### config.mk
export PLATFORM = sky130hd
export DESIGN_NAME = esq_ctrl
export DESIGN_NICKNAME = d
export VERILOG_FILES = /design/src/rtl/esq_pkg.sv /design/src/rtl/squ16.sv /design/src/rtl/esq_ctrl.sv
export SDC_FILE = /design/constraint.sdc
export NUM_CORES = 1
export LEC_CHECK = 0
export ABC_AREA = 1
export CORE_MARGIN = 2
export CORE_UTILIZATION = 40
export DETAILED_ROUTE_END_ITERATION = 10
export DONT_BUFFER_PORTS = 1
export PLACE_DENSITY = 0.58
export SYNTH_ARGS = -nofsm -noshare
export SYNTH_HDL_FRONTEND = slang
export SYNTH_SLANG_ARGS = --single-unit
### constraint.sdc
create_clock -name clk -period 2.3 [get_ports clk]
set_input_delay 0.46 -clock clk [delete_from_list [all_inputs] [get_ports clk]]
set_output_delay 0.46 -clock clk [all_outputs]
set_load 0.1 [all_outputs]
### src/rtl/esq_pkg.sv
// ----------------------------------------------------------------------------
// esq_pkg
// Shared types and constants for the subframe energy feeder (esq_ctrl) and its
// registered squarer (squ16).
//   esq_state_e : controller state encoding (IDLE, SQ, MERGE, DONE)
//   SQ_W        : width of an unsigned square of a 16-bit signed sample
//   ACC_W       : width of the downstream energy accumulator
//   CNT_W       : width of the per-subframe sample counter
// ----------------------------------------------------------------------------
package esq_pkg;

    typedef enum logic [1:0] {
        IDLE  = 2'd0,
        SQ    = 2'd1,
        MERGE = 2'd2,
        DONE  = 2'd3
    } esq_state_e;

    localparam int SQ_W  = 31;
    localparam int ACC_W = 39;
    localparam int CNT_W = 8;

endpackage

### src/rtl/squ16.sv
// ----------------------------------------------------------------------------
// squ16
// Registered square of a 16-bit signed sample into a 31-bit unsigned product,
// one cycle of latency. The result register holds when en_i is low and is
// forced to zero when clr_i is high (clr_i wins over en_i).
// Ports:
//   clk_i  : clock, rising edge
//   rst_ni : asynchronous active-low reset
//   en_i   : load the square of x_i this cycle
//   clr_i  : clear the result register this cycle
//   x_i    : 16-bit two's-complement operand
//   sq_o   : registered square, unsigned
// ----------------------------------------------------------------------------
module squ16
    import esq_pkg::*;
(
    input  logic            clk_i,
    input  logic            rst_ni,
    input  logic            en_i,
    input  logic            clr_i,
    input  logic [15:0]     x_i,
    output logic [SQ_W-1:0] sq_o
);

    logic signed [SQ_W-1:0] x_ext_s;
    logic        [SQ_W-1:0] sq_d;
    logic        [SQ_W-1:0] sq_q;

    // Sign-extend to the product width first: the true square never exceeds
    // 2^30, so a 31-bit signed multiply is exact and needs no truncation.
    assign x_ext_s = {{(SQ_W-16){x_i[15]}}, x_i};

    // Next-value selection for the product register.
    always_comb begin
        if (clr_i) begin
            sq_d = {SQ_W{1'b0}};
        end else if (en_i) begin
            sq_d = $unsigned(x_ext_s * x_ext_s);
        end else begin
            sq_d = sq_q;
        end
    end

    // Product register.
    always_ff @(posedge clk_i or negedge rst_ni) begin
        if (!rst_ni) begin
            sq_q <= {SQ_W{1'b0}};
        end else begin
            sq_q <= sq_d;
        end
    end

    assign sq_o = sq_q;

endmodule

### src/rtl/esq_ctrl.sv
// ----------------------------------------------------------------------------
// esq_ctrl
// Upstream feeder for the subframe energy accumulator. Accepts SUBFRAME_LEN
// signed samples per subframe over a valid/ready handshake, squares each one,
// and drives the accumulator's en/new1/sel controls. Optionally follows the
// last square with one cycle that folds in the half-frame energy register.
// Every output is registered.
// Optional feature macro: ESQ_SCALE_EN adds input 'scale'; when high on an
// accepted sample, the sample is arithmetic-shifted right by 2 before squaring.
// Ports:
//   clk     : clock, rising edge          reset  : async active-low reset
//   start   : begin a subframe (IDLE only) merge : add ereg after last square
//   x_in    : signed sample               x_valid: x_in is valid
//   x_ready : a sample is accepted this cycle when x_valid is high
//   mul_out : registered square to accumulator mul_in
//   en      : accumulator enable          new1   : load (not add) first square
//   sel     : 0 = add mul_out, 1 = add ereg
//   busy    : subframe in progress        done   : one-cycle completion pulse
//   scale   : (ESQ_SCALE_EN only) pre-scale the sample by 1/4
// ----------------------------------------------------------------------------
module esq_ctrl
    import esq_pkg::*;
#(
    parameter int SUBFRAME_LEN = 40,
    parameter int DW           = 16
)
(
    input  logic            clk,
    input  logic            reset,
    input  logic            start,
    input  logic            merge,
    input  logic [DW-1:0]   x_in,
    input  logic            x_valid,
`ifdef ESQ_SCALE_EN
    input  logic            scale,
`endif
    output logic            x_ready,
    output logic [SQ_W-1:0] mul_out,
    output logic            en,
    output logic            new1,
    output logic            sel,
    output logic            busy,
    output logic            done
);

    localparam logic [CNT_W-1:0] LAST_C = CNT_W'(SUBFRAME_LEN - 1);
    localparam logic [CNT_W-1:0] ONE_C  = {{(CNT_W-1){1'b0}}, 1'b1};

    esq_state_e       state_q, state_d;
    logic [CNT_W-1:0] count_q, count_d;
    logic             merge_q, merge_d;
    logic             x_ready_q, x_ready_d;
    logic             en_q, en_d;
    logic             new1_q, new1_d;
    logic             sel_q, sel_d;
    logic             busy_q, busy_d;
    logic             done_q, done_d;
    logic             accept_s;
    logic             clr_s;
    logic signed [DW-1:0] x_sig_s;
    logic signed [DW-1:0] sq_x_s;

    assign x_sig_s = $signed(x_in);

`ifdef ESQ_SCALE_EN
    assign sq_x_s = scale ? (x_sig_s >>> 2'd2) : x_sig_s;
`else
    assign sq_x_s = x_sig_s;
`endif

    // x_ready is a register, so an accept is known one cycle ahead and the
    // squarer can be enabled directly by it.
    assign accept_s = x_valid & x_ready_q;

    // Next-state and next-output logic.
    always_comb begin
        state_d = state_q;
        count_d = count_q;
        merge_d = merge_q;
        en_d    = 1'b0;
        new1_d  = 1'b0;
        sel_d   = 1'b0;
        done_d  = 1'b0;
        clr_s   = 1'b0;

        case (state_q)
            IDLE: begin
                if (start) begin
                    merge_d = merge;
                    count_d = {CNT_W{1'b0}};
                    state_d = SQ;
                end else begin
                    state_d = IDLE;
                end
            end
            SQ: begin
                if (accept_s) begin
                    count_d = count_q + ONE_C;
                    en_d    = 1'b1;
                    new1_d  = (count_q == {CNT_W{1'b0}});
                    // Leave on the final accept so the merge/done cycle lands
                    // directly after the last square's en cycle.
                    if (count_q == LAST_C) begin
                        state_d = merge_q ? MERGE : DONE;
                    end else begin
                        state_d = SQ;
                    end
                end else begin
                    state_d = SQ;
                end
            end
            MERGE: begin
                en_d    = 1'b1;
                sel_d   = 1'b1;
                clr_s   = 1'b1;
                state_d = DONE;
            end
            DONE: begin
                done_d  = 1'b1;
                state_d = IDLE;
            end
            default: begin
                state_d = IDLE;
            end
        endcase

        x_ready_d = (state_d == SQ);
        busy_d    = (state_d != IDLE);
    end

    // State, counter, merge latch and registered control outputs.
    always_ff @(posedge clk or negedge reset) begin
        if (!reset) begin
            state_q   <= IDLE;
            count_q   <= {CNT_W{1'b0}};
            merge_q   <= 1'b0;
            x_ready_q <= 1'b0;
            en_q      <= 1'b0;
            new1_q    <= 1'b0;
            sel_q     <= 1'b0;
            busy_q    <= 1'b0;
            done_q    <= 1'b0;
        end else begin
            state_q   <= state_d;
            count_q   <= count_d;
            merge_q   <= merge_d;
            x_ready_q <= x_ready_d;
            en_q      <= en_d;
            new1_q    <= new1_d;
            sel_q     <= sel_d;
            busy_q    <= busy_d;
            done_q    <= done_d;
        end
    end

    squ16 u_squ16 (
        .clk_i  (clk),
        .rst_ni (reset),
        .en_i   (accept_s),
        .clr_i  (clr_s),
        .x_i    ($unsigned(sq_x_s)),
        .sq_o   (mul_out)
    );

    assign x_ready = x_ready_q;
    assign en      = en_q;
    assign new1    = new1_q;
    assign sel     = sel_q;
    assign busy    = busy_q;
    assign done    = done_q;

endmodule
==> metrics.csv <==
stage,metric,value,unit
run_status,status,finished with violations,
run_status,violated checks,setup timing,
final_layout,Multi-input gate area,9940,um2
synth,Synth top area share,0.396,
synth,post-synthesis cell type with the largest combined area,fa_1,
global_route,total gr overflow,0,
timing,Setup-failing EPs final,26,
placed_design,DP HPWL,23400,um
drt,Final ANT Viol Nets,0,
final_layout,most frequent cells in the layout,"384 x inv_1, 262 x nand2_1, 218 x fa_1",
drt,WL final,28500,um
timing,FMAX,205,MHz
global_route,pin count of the biggest net entering global routing,48,
worst_setup_path,reg-to-reg startpoint,state_q[1]$_DFF_PN0_,
global_route,antenna violations before repair,0,
placed_design,Port Buffers,0,
global_route,vias in the first global route,10233,
drt,drt drc,0,
clock_tree,CTS H-tree depth,2,
worst_setup_path,CP max-delay cell,fa_2,
synth,sequential fraction of the synthesis area,0.102,
clock_tree,Root Buffer,clkbuf_16,
synth,Synth area leaders,"fa_1 40%, inv_1 15%, nand2_1 11%",
synth,Post-synth EDFFs,0,
synth,largest family of logic cells by synthesized area,adder cells,
synth,multiplexer area fraction after synthesis,0,
timing,Worst slew margin,0.368,
synth,Synth Flop Type,dfrtp_1,
worst_setup_path,Reg2Reg Capture Point,count_q[5]$_DFFE_PN0P_,
timing,Fin Hold WS,0.0120,ns
final_layout,P&R area growth vs syn,30.0,%
worst_setup_path,"delay-heaviest family, CP",adder cells,
worst_setup_path,"Buf+Inv Stages, Crit Path",6,
timing,Fin Clk Skew,0.00322,ns
final_layout,layout cells sized above 1,0.306,
synth,Mapped Cells,1475,
clock_tree,CTS max path bufs,2,
global_route,Overall Global Routing Usage,0.201,
worst_setup_path,Crit. End Element,register,
die,Die ar.,30300,um2
die,Die X,174,um
worst_setup_path,Worst path most repeated cell,fa_1,
final_layout,# nets final,1978,
synth,yosys warns,0,
synth,asr flop ratio synth,1.00,
worst_setup_path,worst-path cell chain,"nand2_8, inv_4, fa_2, inv_2, fa_2, inv_6, fa_1, fa_1, fa_1, inv_1, fa_1, inv_1, ha_4, nand2_2, buf_4, o21bai_1, a21oi_1, nand3_1, nand2_1, nand3_1, nand2_1",
synth,syn_area_per_cell,7.85,um2
worst_setup_path,CP required,2.49,ns
worst_setup_path,R2R cell count,9,
global_route,global-route wire length before repair,49300,um
clock_tree,total CTS buffers,5,
die,io pins,58,
timing,fin worst setup slack,-2.58,ns
min_path,Tightest Hold Check Type,in2async,
final_layout,"Core Util, Final",0.526,
final_layout,Antenna Cells,0,
synth,Synth Area in XOR/XNOR,0.00983,
die,Placeable Area,28600,um2
drt,DR iter-0 viols,355,
timing,max-slew violations,0,
timing,RSZ-0062 raised after global routing,true,
final_layout,register area,1180,um2
worst_setup_path,WS Path Type,in2reg,
timing,final setup TNS,-58.04,ns
die,Initial Util,0.405,
clock_tree,Skew-Pair Late Insertion Delay,0.29,ns
placed_design,GPL Wtd Cong,0.897,
worst_setup_path,crit-path max cell delay,0.63,ns
timing,Final Cycle Share,2.12,
job,# Max-Cap Violations,0,
synth,Simple-Gate Fraction of Synth Area,0.188,
timing,min Tclk post-route,4.88,ns
final_layout,"most common cell after layout, fill and taps aside",inv_1,
timing,Slew @ Worst Pin,0.948,ns
synth,mapped cell area,11600,um2
drt,wire per inst,14.1,um
die,Rows,62,
timing,final hold vios,0,
worst_setup_path,CP max FO,18,
clock_tree,CTS tree,built,
clock_tree,Clock Sinks,47,
synth,Post-Synth Adder-Cell Area,0.498,
drt,Vias per Instance,4.65,
clock_tree,Worst-path clk slew,0.06,ns
synth,complex-gate fraction of the synthesized area,0.0409,
worst_setup_path,FF-to-FF setup slack,0.46,ns
die,Die Y-Extent,174,um
synth,Mapped Nets,1820,
synth,synth unique cells,40,
placed_design,pre-CTS setup slack,-2.98,ns
drt,Initial DRT Pass Iterations,5,
worst_setup_path,crit path DAT,5.07,ns
worst_setup_path,Worst setup SP type,input port,
drt,vias,9372,
synth,"FF+latch count, synth",47,
final_layout,Fillers,2623,
==> Yosys cell counts, drive strengths merged (10+ instances only) <==
| master | number |
|---|---|
| fa | 229 |
| nor3 | 16 |
| o21ai | 28 |
| nand4 | 12 |
| nor2 | 67 |
| nand3 | 45 |
| xor2 | 10 |
| a21oi | 34 |
| dfrtp | 47 |
| clkbuf | 33 |
| ha | 95 |
| inv | 455 |
| nand2 | 361 |
==> what timing repair did <==
action                                  in CTS  in global routing
buffers inserted                            16                 15
pin swaps                                  102                115
endpoints found under the setup margin      27                 27
resized for setup                          183                135
hold endpoints to repair                    47                  0
hold buffers                                 1                  0
==> registers in the layout, summed over array words and instances, names as in the netlist <==
signal / flops
sel: 1
new1: 1
busy: 1
merge_q: 1
state_q: 2
en: 1
u_squ16.sq_o: 30
count_q: 8
x_ready: 1
done: 1
==> logic make-up after synthesis <==
family | Yosys count
AO/OA/AOI/OAI | 80
XOR/XNOR | 13
adder cells (fa/ha/maj) | 324
buffers and inverters | 495
flip-flops | 47
other | 1
AND/OR/NAND/NOR | 515
==> per-layer routing <==
layer  share of wire  vias to the layer above  track usage
li1                -                     4547            -
met1            0.44                     4681        0.268
met2            0.51                      121        0.356
met3           0.033                       23       0.0223
met4           0.014                        0       0.0343
met5               0                        -            0
==> worst register-to-register path, delay by kind of cell (launching register included) <==
kind	cells	cell delay [ns]
and+or+nand+nor	6	0.80
DFF	1	0.40
adders and majority gates	1	0.35
buffers and inverters	1	0.10
AOI/OAI and AO/OA	1	0.08
==> through the flow <==
step	instances	cell area [um2]
finish	2017	15100
global route	2017	15100
CTS	2002	14400
detailed placement	1978	13500
global placement	1978	13500
floorplan	1475	12200
==> how the worst max path moves through the flow <==
stage / start / end / slack [ns] / cells past startpoint
2_1_floorplan: x_in[3] / u_squ16.sq_o[27]$_DFFE_PN0P_ / -2.99 / 24
3_3_place_gp: x_in[2] / u_squ16.sq_o[26]$_DFFE_PN0P_ / -2.94 / 21
3_5_place_dp: x_in[2] / u_squ16.sq_o[28]$_DFFE_PN0P_ / -2.98 / 22
4_1_cts: x_in[3] / u_squ16.sq_o[27]$_DFFE_PN0P_ / -2.60 / 22
5_1_grt: x_in[3] / u_squ16.sq_o[30]$_DFFE_PN0P_ / -2.80 / 25
6_report: x_in[3] / u_squ16.sq_o[27]$_DFFE_PN0P_ / -2.58 / 21
==> cell type report <==
| cell class | count | share of cell area |
|---|---|---|
| Multi-Input combinational cell | 933 | 0.660 |
| Inverter | 456 | 0.116 |
| Timing Repair Buffer | 190 | 0.103 |
| Sequential cell | 47 | 0.0781 |
| Tap cell | 384 | 0.0319 |
| Clock buffer | 6 | 0.00856 |
| Clock inverter | 1 | 0.00199 |
Power is not shown: default switching activity piles up to over one toggle a cycle in this logic, so the estimate is an artifact.
